## src/rtl/instruction_fetch_pkg.sv

```systemverilog
// Shared types and constants for the instruction fetch stage: FSM states,
// instruction geometry and the IF/ID pipeline record.
package instruction_fetch_pkg;

  localparam int unsigned XLEN        = 64;
  localparam int unsigned ILEN        = 32;
  localparam int unsigned INSTR_BYTES = 4;
  localparam logic [ILEN-1:0] HALT_WORD = 32'h0;

  typedef enum logic [1:0] {
    IDLE = 2'd0,
    RUN  = 2'd1,
    HALT = 2'd2
  } fetch_state_e;

  typedef struct packed {
    logic            valid;
    logic [ILEN-1:0] instr;
    logic [XLEN-1:0] pc;
  } if_id_t;

endpackage

```

## src/rtl/if_id_reg.sv

```systemverilog
// IF/ID pipeline register: clear drops only the valid bit (bubble), enable loads
// a new record, otherwise the record holds.
module if_id_reg
  import instruction_fetch_pkg::*;
(
  input  logic   clk,
  input  logic   rst_n,
  input  logic   i_en,
  input  logic   i_clr,
  input  if_id_t i_d,
  output if_id_t o_q
);

  if_id_t r_q;

  always_ff @(posedge clk or negedge rst_n) begin
    if (!rst_n) begin
      r_q <= '0;
    end else if (i_clr) begin
      r_q.valid <= 1'b0;
    end else if (i_en) begin
      r_q <= i_d;
    end
  end

  assign o_q = r_q;

endmodule

```

## src/rtl/instruction_fetch.sv

```systemverilog
// Instruction fetch stage: PC register, IDLE/RUN/HALT control, redirect handling
// and the IF/ID register feeding decode.
module instruction_fetch
  import instruction_fetch_pkg::*;
#(
  parameter int unsigned size     = 64,
  parameter logic [63:0] RESET_PC = 64'h0
) (
  input  logic        clk,
  input  logic        rst_n,
  input  logic        start,
  input  logic        stall,
  input  logic        redirect_valid,
  input  logic [63:0] redirect_pc,
  output logic [63:0] adr,
  input  logic [31:0] Instruction,
  output logic        if_id_valid,
  output logic [31:0] if_id_instr,
  output logic [63:0] if_id_pc,
  output logic        halted,
  output logic        misalign_err,
  output logic [31:0] fetch_count
);

  localparam logic [XLEN-1:0] LAST_PC = XLEN'(size) - XLEN'(INSTR_BYTES);

  fetch_state_e    r_state;
  logic [XLEN-1:0] r_pc;
  logic            r_halted;
  logic            r_misalign;
  logic [31:0]     r_count;

  logic   w_redirect;
  logic   w_advance;
  logic   w_in_range;
  logic   w_fetch;
  logic   w_clr;
  if_id_t w_d;
  if_id_t w_q;

  // Redirect outranks stall; range is checked in full 64 bits before the word is trusted.
  assign w_redirect = (r_state == RUN) && redirect_valid;
  assign w_advance  = (r_state == RUN) && !redirect_valid && !stall;
  assign w_in_range = (r_pc <= LAST_PC);
  assign w_fetch    = w_advance && w_in_range && (Instruction != HALT_WORD);
  assign w_clr      = w_redirect || (w_advance && !w_fetch);

  assign w_d.valid = 1'b1;
  assign w_d.instr = Instruction;
  assign w_d.pc    = r_pc;

  always_ff @(posedge clk or negedge rst_n) begin
    if (!rst_n) begin
      r_state    <= IDLE;
      r_pc       <= RESET_PC;
      r_halted   <= 1'b0;
      r_misalign <= 1'b0;
      r_count    <= 32'd0;
    end else begin
      case (r_state)
        IDLE: begin
          if (start) r_state <= RUN;
        end
        RUN: begin
          if (redirect_valid) begin
            r_pc <= {redirect_pc[63:2], 2'b00};
            if (redirect_pc[1:0] != 2'b00) r_misalign <= 1'b1;
          end else if (!stall) begin
            if (w_fetch) begin
              r_pc    <= r_pc + XLEN'(INSTR_BYTES);
              r_count <= r_count + 32'd1;
            end else begin
              r_state  <= HALT;
              r_halted <= 1'b1;
            end
          end
        end
        HALT: begin
          r_state <= HALT;
        end
        default: r_state <= IDLE;
      endcase
    end
  end

  if_id_reg u_if_id_reg (
    .clk   (clk),
    .rst_n (rst_n),
    .i_en  (w_fetch),
    .i_clr (w_clr),
    .i_d   (w_d),
    .o_q   (w_q)
  );

  assign adr          = r_pc;
  assign if_id_valid  = w_q.valid;
  assign if_id_instr  = w_q.instr;
  assign if_id_pc     = w_q.pc;
  assign halted       = r_halted;
  assign misalign_err = r_misalign;
  assign fetch_count  = r_count;

endmodule

```

## config.mk

```make
export PLATFORM = sky130hd
export DESIGN_NAME = instruction_fetch
export DESIGN_NICKNAME = d
export VERILOG_FILES = /design/src/rtl/instruction_fetch_pkg.sv /design/src/rtl/if_id_reg.sv /design/src/rtl/instruction_fetch.sv
export SDC_FILE = /design/constraint.sdc
export NUM_CORES = 1
export LEC_CHECK = 0
export CORE_MARGIN = 2
export CORE_UTILIZATION = 33
export CTS_BUF_LIST = sky130_fd_sc_hd__clkbuf_8
export DETAILED_ROUTE_END_ITERATION = 6
export PLACE_DENSITY = 0.66
export SLEW_MARGIN = 10
export SYNTH_ARGS = -nofsm -noshare
export SYNTH_HDL_FRONTEND = slang
export SYNTH_SLANG_ARGS = --single-unit
```

## constraint.sdc

```tcl
create_clock -name clk -period 2.5 [get_ports clk]
set_clock_uncertainty 0.2 [all_clocks]
set_input_delay 0.25 -clock clk [delete_from_list [all_inputs] [get_ports clk]]
set_output_delay 0.25 -clock clk [all_outputs]
set_load 0.02 [all_outputs]
```

==> flow_metrics.py <==
metrics = {
    "floorplan": {
        "fp.dieW_um": 160,
        "start_util_pct": 33.4,
        "die_area_mm2": 0.0257,
        "num_rows": 57,
        "coreArea_mm2": 0.0242,
        "io_pins": 296,
        "die_y_um": 160,
    },
    "drt": {
        "drc": 0,
        "drt-initial-drc-count": 394,
        "vias_per_cell": 4.73,
        "drt-wirelength-per-cell_um": 17.1,
        "wl_um": 25200,
        "via_count": 6993,
        "drt_pre_antenna_iters": 5,
        "antenna_left": 0,
    },
    "finish": {
        "seqCellArea_mm2": 0.00483,
        "stdcell_count": 1479,
        "final_util_pct": 54.6,
        "fillers": 2104,
        "syn_to_final_growth_pct": 63.3,
        "layout-drive-gt1-share_pct": 22.4,
        "nets": 1247,
        "multi_input_area_mm2": 0.00336,
    },
    "sta": {
        "worst_pin_slew_ns": 0.708,
        "tns_ns": -19.62,
        "setup_viol": 133,
        "post-route-min-period_ns": 2.72,
        "fmax_mhz": 368,
        "hold_viol": 0,
        "drv_slew": 0,
        "period_share_pct": 109,
        "rsz0062_at_grt": "true",
        "setup_ws_ns": -0.216,
        "slew_headroom_pct": 52.6,
    },
    "worst_setup_path": {
        "critical_path.endpoint_type": "register",
        "crit_chain": "ha_1 -> nand3_1 -> o211ai_1 -> nor4_2 -> buf_4 -> o211ai_1 -> bufbuf_16 -> buf_12 -> mux2_2",
        "cpPeakStageDelay_ns": 0.42,
        "start_kind": "register",
        "crit_top_cell": "o211ai_1",
        "path_class": "register to register",
        "slowest_stage": "dfrtp_1",
        "cp_max_fo": 31,
        "cp.buffers_inverters": 3,
        "critPathRequiredTime_ns": 2.66,
        "crit_family": "buffers and inverters",
        "cp.arrival_ns": 2.87,
    },
    "yosys": {
        "synth_edf_count": 0,
        "synth_xor_area_share_pct": 3.36,
        "yosysUniqueCellTypes": 49,
        "synth.area.mux_share_pct": 5.70,
        "synth_top_family_by_area": "simple AND/OR/NAND/NOR gates",
        "synthArstFlopShare_pct": 100,
        "synth_ff_type": "dfrtp_1",
        "ys_seq_area_share_pct": 59.8,
        "yosys_warnings": 0,
        "syn-instance-count": 740,
        "syn_area_per_cell_um2": 10.9,
        "ys_ff_latch": 193,
        "synth-compound-area-share_pct": 3.73,
        "synthSimpleGateAreaFrac_pct": 23.5,
        "syn_area_mm2": 0.00808,
        "synth_fa_ha_area_share_pct": 0.774,
    },
    "placement": {
        "dpl.cell_count": 1432,
        "port_buffers": 291,
        "dp_hpwl_um": 18300,
        "place_ws_ns": -0.654,
        "gp_congestion": 0.867,
    },
    "outcome": {
        "status": "finished, violations left",
        "violations": "negative setup slack",
    },
    "pwr": {
        "finalPower_mw": 9.87,
        "powerDensity_mw_per_mm2": 748,
        "ir_drop_mv": 0.370,
        "p_leak_nw": 6.24,
    },
    "global_route": {
        "grt-ovfl-total": 0,
        "grt_pass1_wl_um": 40700,
        "grt_max_degree": 68,
        "grtUsageTotal_pct": 20.1,
        "grt_antenna_before_repair": 1,
        "grt_pass1_vias": 7080,
    },
    "clock_network": {
        "cts_tree": "done",
        "cts-buffers-inserted": 17,
        "clk_pin_slew_ns": 0.11,
        "clk_path_buf_depth": 2,
        "cts-root-buf": "clkbuf_8",
        "clk_latency_ns": 0.47,
        "htree_levels": 4,
        "cts_sinks": 193,
    },
    "min_path": {
        "hold_path_class": "input pin to register",
    },
    "job": {
        "cap_violations": 0,
    },
}
## layer usage
layer | vias up | track usage, % | share of wire, %
met3 | 31 | 4.60 | 4.9
met5 | - | 0 | 0
li1 | 3343 | - | -
met2 | 212 | 32.1 | 48
met4 | 0 | 6.51 | 2.4
met1 | 3407 | 27.2 | 45
## power by group
group | total, mW | switching, mW | internal, mW
registers | 3.94 | 0.339 | 3.60
clock network | 2.10 | 1.26 | 0.840
logic | 3.83 | 1.92 | 1.91
## synthesized netlist by cell type (2+ instances only)
library cell  instances  area, um2
a31oi_1               4       25.0
ha_1                  5       62.6
nand3_1              30        150
inv_1                12       45.0
xor2_1               26        228
a21oi_1              13       65.1
nor3b_1               3       22.5
nor2_1               29        109
a211o_1               2       17.5
nor3_2               11        110
nor4_1               37        231
xnor2_1               5       43.8
nand2_1             143        537
o211ai_1              2       15.0
dfrtp_1             193       4830
or4_1                 2       15.0
nor3_1                9       45.0
and3_1                3       18.8
clkbuf_1             24       90.1
o22ai_1               5       31.3
mux2_2               40        450
and2_1               61        382
o21ai_0              15       75.1
o21bai_1              2       15.0
buf_6                 3       33.8
nor4_2                2       25.0
buf_4                 4       30.0
buf_2                 9       45.0
nand4_1              26        163
## worst reg2reg max path, stage by stage, from the launching register on
cell and delay, ns:
dfrtp_1 0.42, ha_1 0.21, nand3_1 0.14, o211ai_1 0.37, nor4_2 0.08, buf_4 0.16
o211ai_1 0.14, bufbuf_16 0.35, buf_12 0.20, mux2_2 0.36
## cell usage in the layout, fill, tap and decap left out, types with 7 or more instances in the layout
cell type	n
nor2_1	26
nor4_4	9
buf_4	101
buf_12	9
clkdlybuf4s50_1	290
xor2_1	26
dfrtp_1	193
nand2_1	140
and2_1	56
nand3_1	29
clkbuf_8	18
mux2_2	38
nand4_1	26
buf_6	12
inv_1	13
nor4_1	21
o21ai_0	9
nor3_4	11
a21oi_1	12
nor4_2	10
nor3_1	7
## final timing paths
check | startpoint | endpoint | slack (ns) | cells after the start
setup / recovery | adr[3] | u_if_id_reg.o_q[2] | -0.22 | 9
hold / removal | redirect_pc[41] | adr[41] | 0.1 | 3
setup reg to reg | adr[3] | u_if_id_reg.o_q[2] | -0.22 | 9
hold reg to reg | fetch_count[31] | fetch_count[31] | 0.27 | 1
max in group asynchronous | rst_n | r_state[1] | 1.19 | 3
min in group asynchronous | rst_n | u_if_id_reg.o_q[46] | 0.13 | 2
## flip-flops by register name (all words and copies together) (netlist names)
register / flops
fetch_count: 32
u_if_id_reg.o_q: 95
r_state: 2
misalign_err: 1
adr: 62
halted: 1
## layout make-up
cell class / instances / area share, %
clock inverters: 15 / 1.31
inverters: 12 / 0.341
well taps: 324 / 3.07
clock buffers: 17 / 1.77
flip-flops and latches: 193 / 36.6
repair buffers: 420 / 31.4
diodes: 1 / 0.0190
multi-input cells: 497 / 25.5
## logic make-up after synthesis
| logic type | Yosys count |
|---|---|
| simple gates | 366 |
| other cells | 1 |
| xor+xnor | 31 |
| compound gates | 50 |
| buf+inv | 53 |
| mux | 41 |
| flops | 193 |
| fa+ha+maj | 5 |
## repair_timing
| item | in CTS | in global routing |
|---|---|---|
| gates resized for setup | 90 | 9 |
| buffers inserted | 10 | 0 |
| hold buffers | 1 | 0 |
| endpoints found under the setup margin | 146 | 146 |
| pin swaps | 52 | 4 |
| gates cloned | 4 | 0 |
| hold endpoints to repair | 64 | 0 |
## metrics by stage
stage               hold slack (ns)  cell area [um2]
floorplan                    -0.246             8090
global placement             0.0996            12200
detailed placement           0.0977            12200
CTS                          0.0674            13100
global route                 0.0707            13200
finish                       0.0995            13200
(Power assumes the default switching activity.)
